<file path="src/rtl/hazard_forward_ctrl.sv">
// Stateful hazard/forwarding controller: shadows EX and MEM destinations, raises load-use stalls
// and registers operand-forward selects for the EX stage. Optional stall counter: HAZ_STATS_EN.
module hazard_forward_ctrl #(
    parameter int unsigned REG_W    = 32'd5,
    parameter int unsigned NUM_SRC  = 32'd2,
    parameter int unsigned LOAD_LAT = 32'd1
) (
    input  logic                       clk,
    input  logic                       rst_n,
    input  logic                       hold,
    input  logic                       flush,
    input  logic                       dec_valid,
    input  logic [REG_W-1:0]           dec_rd,
    input  logic                       dec_regwrite,
    input  logic                       dec_memread,
    input  logic [NUM_SRC*REG_W-1:0]   dec_rs,
    output logic                       stall,
    output logic [2*NUM_SRC-1:0]       fwd_sel,
    output logic                       ex_valid
`ifdef HAZ_STATS_EN
    ,
    output logic [15:0]                stall_cnt
`endif
);

    localparam logic LL2 = (LOAD_LAT == 32'd2);

    logic               ex_v_q, ex_rw_q, ex_ld_q;
    logic [REG_W-1:0]   ex_rd_q;
    logic               mem_v_q, mem_rw_q, mem_ld_q;
    logic [REG_W-1:0]   mem_rd_q;
    logic [2*NUM_SRC-1:0] fwd_sel_q, fwd_sel_d;
    logic [NUM_SRC-1:0] ex_hit_s, mem_hit_s, src_stall_s;
    logic               accept_s;

    for (genvar g = 0; g < NUM_SRC; g++) begin : g_src
        logic [REG_W-1:0] rs_s;
        logic [1:0]       sel_s;

        assign rs_s = dec_rs[g*REG_W +: REG_W];
        assign ex_hit_s[g]  = ex_v_q && ex_rw_q && (ex_rd_q == rs_s) && (rs_s != {REG_W{1'b0}});
        assign mem_hit_s[g] = mem_v_q && mem_rw_q && (mem_rd_q == rs_s) && (rs_s != {REG_W{1'b0}});
        // With a two-cycle load a producer in MEM is not yet available; it is read from the RF later
        assign src_stall_s[g] = (ex_hit_s[g] && ex_ld_q) || (LL2 && mem_hit_s[g] && mem_ld_q);

        // Forward select for this source; the youngest producer wins
        always_comb begin
            sel_s = 2'b00;
            if (ex_hit_s[g]) begin
                sel_s = 2'b01;
            end else if (mem_hit_s[g] && (!LL2 || !mem_ld_q)) begin
                sel_s = 2'b10;
            end else begin
                sel_s = 2'b00;
            end
        end

        assign fwd_sel_d[2*g +: 2] = sel_s;
    end

    assign stall    = dec_valid && (|src_stall_s);
    assign accept_s = dec_valid && !stall && !flush;

    // Shadow pipeline slots and registered forward selects; hold freezes everything
    always_ff @(posedge clk or negedge rst_n) begin
        if (!rst_n) begin
            ex_v_q    <= 1'b0;
            ex_rw_q   <= 1'b0;
            ex_ld_q   <= 1'b0;
            ex_rd_q   <= {REG_W{1'b0}};
            mem_v_q   <= 1'b0;
            mem_rw_q  <= 1'b0;
            mem_ld_q  <= 1'b0;
            mem_rd_q  <= {REG_W{1'b0}};
            fwd_sel_q <= {2*NUM_SRC{1'b0}};
        end else if (!hold) begin
            mem_v_q  <= ex_v_q;
            mem_rw_q <= ex_rw_q;
            mem_ld_q <= ex_ld_q;
            mem_rd_q <= ex_rd_q;
            if (accept_s) begin
                ex_v_q    <= 1'b1;
                ex_rw_q   <= dec_regwrite;
                ex_ld_q   <= dec_memread;
                ex_rd_q   <= dec_rd;
                fwd_sel_q <= fwd_sel_d;
            end else begin
                ex_v_q    <= 1'b0;
                ex_rw_q   <= 1'b0;
                ex_ld_q   <= 1'b0;
                ex_rd_q   <= {REG_W{1'b0}};
                fwd_sel_q <= {2*NUM_SRC{1'b0}};
            end
        end
    end

    assign fwd_sel  = fwd_sel_q;
    assign ex_valid = ex_v_q;

`ifdef HAZ_STATS_EN
    logic [15:0] stall_cnt_q;

    // Saturating count of cycles actually lost to stalls
    always_ff @(posedge clk or negedge rst_n) begin
        if (!rst_n) begin
            stall_cnt_q <= 16'h0000;
        end else if (!hold && stall && (stall_cnt_q != 16'hFFFF)) begin
            stall_cnt_q <= stall_cnt_q + 16'd1;
        end
    end

    assign stall_cnt = stall_cnt_q;
`endif

endmodule
</file>
<file path="config.mk">
export PLATFORM = sky130hd
export DESIGN_NAME = hazard_forward_ctrl
export DESIGN_NICKNAME = d
export VERILOG_FILES = /design/src/rtl/hazard_forward_ctrl.sv
export SDC_FILE = /design/constraint.sdc
export NUM_CORES = 1
export LEC_CHECK = 0
export BUFFER_PORTS_ARGS = -buffer_cell sky130_fd_sc_hd__buf_2
export CAP_MARGIN = 40
export CORE_MARGIN = 4
export CORE_UTILIZATION = 51
export CTS_CLUSTER_DIAMETER = 150
export DETAILED_ROUTE_END_ITERATION = 6
export PLACE_DENSITY = 0.86
export SLEW_MARGIN = 15
export SYNTH_ARGS = -nofsm -noshare
export SYNTH_HDL_FRONTEND = slang
export SYNTH_SLANG_ARGS = --single-unit
</file>
<file path="constraint.sdc">
create_clock -name clk -period 2.17 [get_ports clk]
set_clock_uncertainty 0.15 [all_clocks]
set_input_delay 0.217 -clock clk [delete_from_list [all_inputs] [get_ports clk]]
set_output_delay 0.217 -clock clk [all_outputs]
set_load 0.02 [all_outputs]
</file>
# After elaboration in Yosys (flattened, before gate mapping)
# Index checks and enable logic that the tools add are counted.
# word_totals
rom_bits	0
ff_bits	19
word_cells	41
output_inout_bits	6
ramBits	0
input_bits	22
latchBits	0
memories	0
# classes
muxes	9
bitwise	0
eq_ne	4
addsub	0
shift	0
magnitude_cmp	0
reduce_logical	20
div	0
mul	0
# ops
cell	count
== test 5 bit	4
logical AND 1 bit	15
nonzero test 5 bit	2
2-to-1 mux 2 bit	4
2-to-1 mux 5 bit	1
2-to-1 mux 4 bit	1
2-to-1 mux 1 bit	3
zero test 1 bit	2
OR reduction 2 bit	1

# Depth between registers and ports, before layout
# depth
ltp_word	10
depth_mapped	5
ltp_nobuf	5

# Least setup slack after synthesis
# No wires, ideal clock.
# synth_path
path_kind	reg2out
start	reg ex_rd_q[2]
end	out stall
path_buffers	0
t_required_ns	1.803
stages_incl_launch_ff	6
arrival_time_ns	1.494
slack_ns	0.309
cell_sequence	dfrtp_1 -> xor2_1 -> a211oi_2 -> nand4_2 -> a21boi_4 -> and2_1
# synth_via
elab_chain_len	6
elab_cells_between_ends	10
cone_classes	eq/ne: 2; reduce/logical: 8
# synth_lines
element	line	rtl
start: declaration	29	logic [REG_W-1:0] ex_rd_q;
start signal: assignment	70	ex_rd_q <= {REG_W{1'b0}};
start signal: assignment	85	ex_rd_q <= dec_rd;
start signal: assignment	91	ex_rd_q <= {REG_W{1'b0}};
== test 5 bit	41	assign ex_hit_s[g] = ex_v_q && ex_rw_q && (ex_rd_q == rs_s) && (rs_s != {REG_W{1'b0}});
logical AND 1 bit (2 in a row)	41	
logical AND 1 bit	44	assign src_stall_s[g] = (ex_hit_s[g] && ex_ld_q) || (LL2 && mem_hit_s[g] && mem_ld_q);
OR reduction 2 bit *	61	assign stall = dec_valid && (|src_stall_s);
logical AND 1 bit *	61	
end: declaration	17	output logic stall,
# Mark *: on every way between the ends. The rest lies on a longest branch, timed or not.

# Worst setup path after layout
# layout_path
start	reg ex_rd_q[4]
end	out stall
# The elaborated chain is that of the path after synthesis.

==> results.ini <==
[clock_network]
cts_tree = done
clock_path_buffers = 2
cts.reportedPaths.clkPinSlew_ps = 100
clk_latency_ps = 290
clockRootBuffer = clkbuf_4
cts_sinks = 19
numCtsBuffers = 3
htreeDepth = 1

[logic_synthesis]
netlist_area_um2 = 1060
synth_edf_count = 0
synthCells = 106
synth_fp_nets = 128
yosys.cell_types.count = 24
synthArstFlopShare = 1.00
synth.yosys.warnings = 0
synth_seq_cells = 19
synth_ff_type = dfrtp_1
synth_top_area_frac = 0.448
synth_area_per_cell_um2 = 10.0
yosysSeqAreaShare = 0.448
yosysTopAreaCell = dfrtp_1
yosys-top-cells-area = dfrtp_1 (45%), xor2_1 (11%), nand2_1 (8.5%)

[critical_path]
rr_worst_depth = 6
critPathRequiredTime_ps = 1800
cp_num_cells = 6
cp-start-kind = flop
cp_slowest_stage_delay_ps = 460
cp_slowest_cell = dfrtp_2
cp_top_family = simple AND/OR/NAND/NOR gates
worstPathArrival_ps = 1830
cp_num_buf_inv = 1
worstSetupPathType = reg -> out
critPathMaxFanout = 4
cp_cell_sequence = xor2_1 -> nor3_1 -> nand4_1 -> a21boi_4 -> and2_4 -> buf_6
endpoint_kind = output pin
regToRegSetupSlack_ps = 310

[timing]
final-setup-viol-count = 1
max_slew.worst_pin.slew_ps = 419
slew_violations = 0
min_period_ps = 2200
relSlewSlack = 0.720
post-route-worst-setup-slack_ps = -31.6
fin_crit_sh = 1.01
rsz0062_at_grt = yes
max_freq_mhz = 454
hold_viol_final = 0

[hold_path]
min_path_cells = 3
hold_path.class = in -> reg

[grt]
grt_max_degree = 22
globalRouteTotalUtil = 0.198
grt_overflow = 0
grt_pass1_vias = 989
grt_pass1_wl_mm = 4.17
antenna_found_initial = 0

[cells_and_area]
antenna_cells = 0
final_common_cell = buf_2
nNetsFinal = 172
final_cell_mix = buf_2 (26), nand2_1 (24), dfrtp_1 (18), xor2_1 (13)
drive_gt1_frac = 0.349
nFillCells = 159
syn2layout_area_growth_pct = 30.2

[drt]
ant_nets = 0
via_count = 978
dr.pass1.iters = 4
drt_iter0_drc = 46
detail_route.wl_per_cell_um = 14.4
vias_per_cell = 5.56
drt-total-wl_mm = 2.53
drcViolationCount = 0

[pwr]
ir_drop_mv = 0.365
p_leak_nw = 0.654
finalPower_mw = 0.713
pwr_density_cell_nw_per_um2 = 516

[floorplanning]
die_area_um2 = 2880
io_pins = 28
start_util = 0.541
die_x_um = 53.6
die_y_um = 53.6
rows = 16
core_area_um2 = 1960

[status]
status = complete, but fails checks
violations = setup timing

[flow_run]
maxCapViolCount = 0

[placed_design]
place_worst_setup_slack_ps = 254
portBuffers = 27
gp_congestion = 0.861
dp_hpwl_mm = 1.87

-- cell usage after synthesis (2+ instances only) --
cell / number
mux2_2: 7
nor2_1: 3
dfrtp_1: 19
nand3_1: 4
o21ai_1: 7
o31ai_1: 2
nor3_1: 5
xnor2_1: 7
xor2_1: 13
nand2_1: 24
a211oi_2: 2
-- routing by layer --
metal / global-route usage / part of all wire / vias up
met3: 0.0277 / 0.062 / 2
met5: 0 / 0 / -
met4: 0.119 / 0.0067 / 0
met1: 0.249 / 0.42 / 475
li1: - / - / 457
met2: 0.320 / 0.51 / 44
-- where the power goes --
part / switching [mW] / total [mW] / internal [mW]
Clock: 0.103 / 0.175 / 0.0714
Sequential: 0.0234 / 0.397 / 0.373
Combinational: 0.0712 / 0.142 / 0.0705
-- state kept, by name, indices dropped and copies added, names as in the netlist --
signal	flops
ex_ld_q	1
ex_rd_q	5
ex_rw_q	1
ex_valid	1
fwd_sel	4
mem_rd_q	5
mem_rw_q	1
mem_v_q	1
-- kinds of logic (layout without fill, tap and decap cells) --
kind of cell	after synthesis	count (layout)	synth area share
AO/OA/AOI/OAI	16	16	0.118
XOR/XNOR	20	20	0.165
buffers and inverters	2	45	0.00706
flip-flops	19	19	0.448
multiplexers	7	7	0.0742
AND/OR/NAND/NOR	42	42	0.188
-- metrics by stage --
stage / hold slack (ps) / std cells / util / area, um^2 / TNS (ps)
finish: 13.7 / 176 / 0.705 / 1380 / -31.6
floorplan: -229 / 106 / - / 1060 / 0
global route: 17.5 / 176 / 0.705 / 1380 / -100
global placement: 14.3 / 160 / 0.631 / 1240 / 0
detailed placement: 26.7 / 160 / 0.631 / 1240 / 0
CTS: 0.444 / 174 / 0.696 / 1370 / 0
-- area by class of cell --
| type | instances | area [um^2] | area share |
|---|---|---|---|
| multi-input combinational | 85 | 582 | 0.421 |
| sequential | 19 | 477 | 0.345 |
| timing repair buffer | 41 | 264 | 0.191 |
| tap | 27 | 33.8 | 0.0244 |
| clock buffer | 4 | 26.3 | 0.0190 |
-- worst register-to-register path: cells and delay by family, from the launching register on --
kind	cells	cell delay, ps
xor gates and xnor gates	1	180
buffers and inverters	2	320
AOI/OAI and AO/OA	1	220
DFF	1	460
and+or+nand+nor	2	440
-- path summary, 6_finish.rpt --
| check | startpoint | endpoint |
|---|---|---|
| max | ex_rd_q[4] | stall |
| min | dec_rd[0] | ex_rd_q[0] |
| max reg2reg | ex_rd_q[4] | fwd_sel[0] |
| min reg2reg | fwd_sel[0] | fwd_sel[0] |
| max in group asynchronous | rst_n | ex_rd_q[4] |
| min in group asynchronous | rst_n | ex_rd_q[3] |
-- timing repair --
action                                  4_1_cts  5_1_grt
gates cloned                                  0        0
endpoints found under the setup margin        1        1
resized for setup                             3        1
hold endpoints to repair                     25        0
hold buffers                                  7        0
buffers inserted                              3        2
pin swaps                                     6        2
(Power assumes the default switching activity.)
